$ cat src/rtl/safe_access_ctrl.sv
// Round-robin front end for the 4-digit keypad safe: serialises codes, reports pass/fail, enforces lockout.
// Optional macro SAFE_ACCESS_CTRL_ESCALATE_EN doubles each consecutive cooldown (capped at 8x).
module safe_access_ctrl #(
    parameter int NUM_REQ         = 2,
    parameter int MAX_FAILS       = 3,
    parameter int COOLDOWN_CYCLES = 16
) (
    input  logic                  clk,
    input  logic                  reset,
    input  logic [NUM_REQ-1:0]    req_valid,
    input  logic [16*NUM_REQ-1:0] req_code,
    output logic [NUM_REQ-1:0]    req_ready,
    output logic                  resp_valid,
    output logic [2:0]            resp_id,
    output logic                  resp_ok,
    output logic [3:0]            safe_din,
    output logic                  safe_din_valid,
    output logic                  safe_reset,
    input  logic                  safe_unlocked,
    input  logic                  relock,
    output logic                  door_open,
    output logic                  locked_out,
    output logic [3:0]            fail_count
);

    localparam int         TW        = $clog2(8 * COOLDOWN_CYCLES + 1);
    localparam logic [2:0] LAST_INIT = 3'(NUM_REQ - 1);
    localparam logic [4:0] MAX_F5    = 5'(MAX_FAILS);

    typedef enum logic [2:0] {
        S_CLEAR    = 3'd0,
        S_IDLE     = 3'd1,
        S_SEND     = 3'd2,
        S_CHECK    = 3'd3,
        S_OPEN     = 3'd4,
        S_COOLDOWN = 3'd5
    } state_t;

    state_t        r_state;
    state_t        w_next;
    logic [2:0]    r_last;
    logic [2:0]    r_id;
    logic [2:0]    w_sel;
    logic          w_hit;
    logic [15:0]   r_code;
    logic [15:0]   w_code;
    logic [1:0]    r_digit;
    logic [3:0]    r_fail;
    logic [TW-1:0] r_timer;
    logic [TW-1:0] w_load;
    logic          w_fail_sat;

`ifdef SAFE_ACCESS_CTRL_ESCALATE_EN
    logic [1:0]    r_level;
    assign w_load = (TW'(COOLDOWN_CYCLES) << r_level) - TW'(1);
`else
    assign w_load = TW'(COOLDOWN_CYCLES - 1);
`endif

    assign w_fail_sat = (5'(r_fail) + 5'd1) >= MAX_F5;
    assign fail_count = r_fail;

    // Round-robin pick: lowest index above last_grant wins, else lowest index at or below it.
    always_comb begin
        w_hit  = 1'b0;
        w_sel  = 3'd0;
        w_code = 16'd0;
        for (int i = NUM_REQ - 1; i >= 0; i--) begin
            if (req_valid[i] && (3'(i) <= r_last)) begin
                w_hit = 1'b1;
                w_sel = 3'(i);
            end else begin
                w_hit = w_hit;
            end
        end
        for (int i = NUM_REQ - 1; i >= 0; i--) begin
            if (req_valid[i] && (3'(i) > r_last)) begin
                w_hit = 1'b1;
                w_sel = 3'(i);
            end else begin
                w_hit = w_hit;
            end
        end
        for (int i = 0; i < NUM_REQ; i++) begin
            if (w_sel == 3'(i)) begin
                w_code = req_code[16*i +: 16];
            end else begin
                w_code = w_code;
            end
        end
    end

    // State register.
    always_ff @(posedge clk) begin
        if (reset) begin
            r_state <= S_CLEAR;
        end else begin
            r_state <= w_next;
        end
    end

    // Next-state logic.
    always_comb begin
        w_next = r_state;
        case (r_state)
            S_CLEAR:    w_next = S_IDLE;
            S_IDLE:     w_next = w_hit ? S_SEND : S_IDLE;
            S_SEND:     w_next = (r_digit == 2'd3) ? S_CHECK : S_SEND;
            S_CHECK: begin
                if (safe_unlocked) begin
                    w_next = S_OPEN;
                end else if (w_fail_sat) begin
                    w_next = S_COOLDOWN;
                end else begin
                    w_next = S_CLEAR;
                end
            end
            S_OPEN:     w_next = relock ? S_CLEAR : S_OPEN;
            S_COOLDOWN: w_next = (r_timer == '0) ? S_CLEAR : S_COOLDOWN;
            default:    w_next = S_CLEAR;
        endcase
    end

    // Datapath: latched code/id, digit counter, failure count, cooldown timer.
    always_ff @(posedge clk) begin
        if (reset) begin
            r_last  <= LAST_INIT;
            r_id    <= 3'd0;
            r_code  <= 16'd0;
            r_digit <= 2'd0;
            r_fail  <= 4'd0;
            r_timer <= '0;
`ifdef SAFE_ACCESS_CTRL_ESCALATE_EN
            r_level <= 2'd0;
`endif
        end else begin
            case (r_state)
                S_IDLE: begin
                    if (w_hit) begin
                        r_code  <= w_code;
                        r_id    <= w_sel;
                        r_last  <= w_sel;
                        r_digit <= 2'd0;
                    end else begin
                        r_digit <= 2'd0;
                    end
                end
                S_SEND: r_digit <= r_digit + 2'd1;
                S_CHECK: begin
                    if (safe_unlocked) begin
                        r_fail <= 4'd0;
`ifdef SAFE_ACCESS_CTRL_ESCALATE_EN
                        r_level <= 2'd0;
`endif
                    end else if (w_fail_sat) begin
                        r_fail  <= 4'(MAX_FAILS);
                        r_timer <= w_load;
`ifdef SAFE_ACCESS_CTRL_ESCALATE_EN
                        r_level <= (r_level == 2'd3) ? 2'd3 : r_level + 2'd1;
`endif
                    end else begin
                        r_fail <= r_fail + 4'd1;
                    end
                end
                S_COOLDOWN: begin
                    if (r_timer == '0) begin
                        r_fail <= 4'd0;
                    end else begin
                        r_timer <= r_timer - TW'(1);
                    end
                end
                default: r_digit <= r_digit;
            endcase
        end
    end

    // Outputs decoded from state; safe_reset also follows the block reset directly.
    always_comb begin
        req_ready      = '0;
        resp_valid     = 1'b0;
        resp_id        = 3'd0;
        resp_ok        = 1'b0;
        safe_din       = 4'd0;
        safe_din_valid = 1'b0;
        door_open      = 1'b0;
        locked_out     = 1'b0;
        safe_reset     = reset | (r_state == S_CLEAR);
        case (r_state)
            S_IDLE: begin
                for (int i = 0; i < NUM_REQ; i++) begin
                    req_ready[i] = w_hit && (w_sel == 3'(i));
                end
            end
            S_SEND: begin
                safe_din_valid = 1'b1;
                case (r_digit)
                    2'd0:    safe_din = r_code[15:12];
                    2'd1:    safe_din = r_code[11:8];
                    2'd2:    safe_din = r_code[7:4];
                    default: safe_din = r_code[3:0];
                endcase
            end
            S_CHECK: begin
                resp_valid = 1'b1;
                resp_id    = r_id;
                resp_ok    = safe_unlocked;
            end
            S_OPEN:     door_open  = 1'b1;
            S_COOLDOWN: locked_out = 1'b1;
            default:    resp_valid = 1'b0;
        endcase
    end

endmodule

$ cat config.mk
export PLATFORM = sky130hd
export DESIGN_NAME = safe_access_ctrl
export DESIGN_NICKNAME = d
export VERILOG_FILES = /design/src/rtl/safe_access_ctrl.sv
export SDC_FILE = /design/constraint.sdc
export NUM_CORES = 1
export LEC_CHECK = 0
export ABC_AREA = 1
export ABC_CLOCK_PERIOD_IN_PS = 2050
export CAP_MARGIN = 20
export CORE_MARGIN = 2
export CORE_UTILIZATION = 49
export CTS_BUF_LIST = sky130_fd_sc_hd__clkbuf_2 sky130_fd_sc_hd__clkbuf_4 sky130_fd_sc_hd__clkbuf_8
export DETAILED_ROUTE_END_ITERATION = 10
export GPL_TIMING_DRIVEN = 1
export HOLD_SLACK_MARGIN = 0.03
export PLACE_DENSITY = 0.82
export RECOVER_POWER = 100
export SYNTH_ARGS = -nofsm -noshare
export SYNTH_HDL_FRONTEND = slang
export SYNTH_SLANG_ARGS = --single-unit
$ cat constraint.sdc
create_clock -name clk -period 2.05 [get_ports clk]
set_clock_uncertainty 0.2 [all_clocks]
set_input_delay 0.41 -clock clk [delete_from_list [all_inputs] [get_ports clk]]
set_output_delay 0.41 -clock clk [all_outputs]
set_load 0.02 [all_outputs]
# After elaboration in Yosys (flattened, before gate mapping)
# Index checks and enable logic that the tools add are counted.
# Widths: inputs -> output; s select.
dict set report op_classes {
  bitwise_logic 1
  n_lt_le_gt_ge 5
  reduce_logical 15
  eq_ne 13
  n_addsub 4
  mux 35
}
# operator count
set op_table {}
lappend op_table {{$mux 16} 2}
lappend op_table {{$mux 3} 8}
lappend op_table {{$mux 8} 3}
lappend op_table {{$pmux 3 s6} 1}
lappend op_table {{$mux 4} 4}
lappend op_table {{$pmux 8 s2} 1}
lappend op_table {{$pmux 4 s3} 1}
lappend op_table {{$mux 1} 11}
lappend op_table {{$logic_not 8->1} 1}
lappend op_table {{$ne 2x2->1 const B} 4}
lappend op_table {{$pmux 4 s2} 1}
lappend op_table {{$sub 8x1->8 const B} 1}
lappend op_table {{$eq 3x1->1 const B} 2}
lappend op_table {{$eq 3x2->1 const B} 2}
lappend op_table {{$eq 3x3->1 const B} 2}
lappend op_table {{$gt 1x3->1 const A} 2}
lappend op_table {{$le 1x3->1 const A} 2}
lappend op_table {{$logic_and 1x1->1} 6}
lappend op_table {{$logic_not 3->1} 2}
lappend op_table {{$add 4x1->5 const B} 1}
lappend op_table {{$ge 5x2->1 const B} 1}
lappend op_table {{$add 4x1->4 const B} 1}
lappend op_table {{$eq 2x2->1 const B} 2}
lappend op_table {{$mux 2} 2}
lappend op_table {{other kinds (8)} 10}
dict set report word_totals {
  ff_bits 39
  input_bits 38
  out_inout_bits 19
}

# Longest topological paths before layout
dict set report depth {
  ltp_word 9
  mapped_depth 11
}

# Worst setup path after synthesis
# OpenSTA, ideal clock, no wires.
dict set report synth_timing {
  kind {register to output}
  startpoint {register r_state[1]}
  endpoint {output port safe_din[0]}
  path_slack_ns 0.175
  arrival_ns 1.265
  path_stages_with_launch 7
  t_required_ns 1.440
  cell_sequence {dfxtp_1 -> inv_2 -> nor2_1 -> nand2_1 -> inv_2 -> o21ai_0 -> a31oi_1}
}
dict set report synth_via {
  elab_chain_cells 2
}
# element line
set synth_lines {}
lappend synth_lines {{start, declared} 39} ;# state_t r_state;
lappend synth_lines {{start signal, assigned} 98} ;# r_state <= w_next;
lappend synth_lines {{$eq 3x2->1} 188} ;# case (r_state)
lappend synth_lines {{$mux 4} 188}
lappend synth_lines {{end, declared} 16} ;# output logic [3:0] safe_din,
# No other way between the ends.

# Worst setup path in the final report
dict set report layout_timing {
  startpoint {register r_digit[0]}
  endpoint {output port safe_din[1]}
}
dict set report layout_via {
  elab_chain_cells 3
  word_cells_on_any_way 5
}
# element line
set layout_lines {}
lappend layout_lines {{start, declared} 47} ;# logic [1:0] r_digit;
lappend layout_lines {{start signal, assigned} 148} ;# S_SEND: r_digit <= r_digit + 2'd1;
lappend layout_lines {{start signal, assigned} 172} ;# default: r_digit <= r_digit;
lappend layout_lines {{$eq 2x2->1 (tied with other cells)} 196} ;# case (r_digit)
lappend layout_lines {{$pmux 4 s3 *} 196}
lappend layout_lines {{$mux 4 *} 188}
# Every way passes the cells marked *; elsewhere a longest branch is shown, timed or not.

==> out/metrics.cfg <==
[placement]
gp_congestion=0.8226
dpl_cell_area_um2=2626
place_ws_ns=-0.5093
place_inst=398
io_buffers=54
hpwl_um=3536

[floorplan]
die_w_um=67.16
initial_core_util=0.5221
dieArea_um2=4510
die_h_um=67.16
io_pins=57
num_rows=22
core_um2=3744

[outcome]
violations=setup timing
status=complete, but fails checks

[power]
p_comb_frac=0.247
total_power_mw=1.683
swShare=0.2950
p_switching_mw=0.4965
leakage_nw=1.150
seqPwrFrac=0.452
clkPwrFrac=0.301
peakVddDrop_mv=0.3169
p_per_area_nw_per_um2=608.1
p_int_mw=1.187

[synth]
async_reset_ff_frac=0
avgSynthCellArea_um2=6.833
ys.flop_type=dfxtp_1
synth_edf_count=0
seq_area_frac_synth=0.3585
synth-seq-cells=35
netlist_area_um2=1954
ys_types=28
synth_cells=286
ys_warn_count=0

[sta]
fin_ws_ns=-0.06522
report.final.hold_viol_count=0
setup_tns_ns=-0.06522
fin_crit_sh=1.032
worstMarginPinSlew_ns=0.6771
finalSetupViolCount=1
max_freq_mhz=472.8
relSlewSlack=0.5486
min_period_ns=2.115
drv_slew=0

[cts]
root_buffer=clkbuf_8
cts_sinks=35
path_clk_slew_ns=0.07
cts_tree=built
htree_levels=2
insertion_delay_ns=0.29
cts_hold_buf=0
numCtsBuffers=5
clockBufferDepth=2

[route]
drtIter0Drc=131
num_vias=2085
first_pass_iters=4
finalWirelength_um=5005
drc_errors=0
antenna_left=0
viasPerCell=5.110
dr_wl_met3_um=331
wl_met2_um=2392
m1WireLength_um=2165
highest_layer=met4
wl_per_cell_um=12.27

[global_route]
grt_max_degree=33
grt_pass1_vias=1929
grt-ovfl-total=0
antenna_found_initial=0
grt_pass1_wl_um=8148
track_usage=0.2375

[layout]
layoutNonFillerInstCount=408
area_delta_synth_final_pct=41.61
layout-drive-gt1-share=0.1861
antenna_cells=0
final_nets=405
final_area_um2=2768
fillers=305

[min_path]
hold_class=flip-flop to flip-flop
hp-start=fail_count[3]
hold_path_depth=2
hold_path_end=fail_count[3]

[critical_path]
critical-path-slowest-cell=dfxtp_4
r2r_end=r_timer[0]
max_stage_delay_ns=0.38
worst-path-max-fanout=4
critPathKind=flip-flop to output port
r2r-start=r_timer[0]
worstPathRequired_ns=1.44
startpoint_type=flip-flop
worst-endpoint-arrival_ns=1.51
worstPathCellList=inv_2 > ha_4 > nand2_1 > a31oi_2 > buf_4
reg2reg_setup_slack_ns=0.20
endpoint_kind=output port
ff2ff_path_depth=9

[job]
maxCapViolCount=0

==> synthesized netlist by cell type (4+ instances only) <==
| library cell | number | share of area |
|---|---|---|
| a21oi_1 | 20 | 0.051 |
| a31oi_1 | 20 | 0.064 |
| buf_6 | 4 | 0.023 |
| clkbuf_1 | 4 | 0.0077 |
| dfxtp_1 | 35 | 0.36 |
| ha_1 | 8 | 0.051 |
| inv_1 | 15 | 0.029 |
| inv_2 | 8 | 0.015 |
| nand2_1 | 104 | 0.20 |
| nand3_1 | 11 | 0.028 |
| nand3_2 | 5 | 0.026 |
| nor2_1 | 22 | 0.042 |
| o21ai_0 | 7 | 0.018 |
==> stage by stage <==
step | util | hold slack, ns
3_5_place_dp | 0.7015 | 0.2690
5_1_grt | 0.7393 | 0.2996
4_1_cts | 0.7276 | 0.2800
2_1_floorplan | - | 0.2490
3_3_place_gp | 0.7015 | 0.2489
6_report | 0.7393 | 0.2744
==> power groups by stage <==
stage	Sequential, mW	Combinational [mW]	Clock, mW
after floorplan	0.767	0.247	0
after global placement	0.771	0.404	0
after detailed placement	0.771	0.412	0
after CTS	0.758	0.413	0.514
after global routing	0.763	0.466	0.542
final	0.761	0.416	0.506
==> critical path: cells and delay by family (launching register included) <==
| family | cells | cell delay, ns |
|---|---|---|
| DFF | 1 | 0.38 |
| and+or+nand+nor | 1 | 0.09 |
| adders and majority gates | 1 | 0.16 |
| buffers and inverters | 2 | 0.30 |
| AOI/OAI and AO/OA | 1 | 0.27 |
==> state kept, by name, summed over array words and instances, names as in the netlist <==
signal / count
fail_count: 4
r_code: 16
r_digit: 2
r_id: 1
r_last: 1
r_state: 3
r_timer: 8
==> routing by layer <==
metal	GRT usage	vias up
met2	0.4257	71
met5	0	-
li1	-	1086
met4	0.05867	0
met1	0.2774	918
met3	0.06833	10
==> placed cells by master, fill, tap and decap left out, types with 2 or more instances in the layout <==
| cell | count |
|---|---|
| inv_2 | 10 |
| o21bai_1 | 2 |
| a31oi_2 | 2 |
| dlygate4sd3_1 | 2 |
| ha_1 | 4 |
| clkbuf_8 | 5 |
| dlygate4sd2_1 | 7 |
| nand3_1 | 11 |
| inv_1 | 13 |
| a21oi_2 | 2 |
| clkbuf_4 | 3 |
| nand3_2 | 4 |
| clkinv_2 | 2 |
| nor3_1 | 3 |
| conb_1 | 2 |
| clkbuf_2 | 4 |
| a211oi_1 | 2 |
| dfxtp_4 | 2 |
| nand4_1 | 3 |
| nor2_1 | 24 |
| a31oi_1 | 18 |
| nand2_1 | 104 |
| dfxtp_2 | 2 |
| ha_4 | 4 |
| dfxtp_1 | 31 |
| clkdlybuf4s50_1 | 37 |
| a21oi_1 | 18 |
| buf_4 | 22 |
| o21ai_0 | 6 |
==> how the worst max path moves through the flow <==
| stage | startpoint | endpoint | slack (ns) | depth (start not counted) |
|---|---|---|---|---|
| 3_5_place_dp | req_valid[0] | req_ready[0] | -0.51 | 6 |
| 6_report | r_digit[0] | safe_din[1] | -0.07 | 5 |
| 5_1_grt | r_digit[0] | safe_din[1] | -0.11 | 5 |
| 2_1_floorplan | r_state[1] | safe_din[0] | 0.17 | 6 |
| 3_3_place_gp | req_valid[0] | req_ready[0] | -0.50 | 6 |
| 4_1_cts | r_digit[0] | safe_din[1] | -0.04 | 5 |
==> area by class of cell <==
cell class,instances,area [um^2],area share
well taps,48,60.06,0.02170
clock inverters,1,5.005,0.001808
inverters,25,95.09,0.03436
multi-input cells,217,1155,0.4173
flip-flops and latches,35,710.7,0.2568
clock buffers,7,83.83,0.03029
repair buffers,75,658.1,0.2378
==> cell families (layout without fill, tap and decap cells) <==
kind of cell               after synthesis  after routing  synth area share
DFF                                     35             35            0.3585
other                                    1              2          0.001919
AOI/OAI and AO/OA                       52             52            0.1568
adders and majority gates                8              8           0.05122
xor gates and xnor gates                 1              1          0.004482
and+or+nand+nor                        154            154            0.3400
buffers and inverters                   35            108           0.08706
==> repair_timing <==
item                                    in CTS  in global routing
setup buffers                                1                  1
endpoints found under the hold margin        0                  0
resized for setup                           46                 20
endpoints found under the setup margin      13                 15
pin swaps                                    2                  3
(Power assumes the default switching activity.)
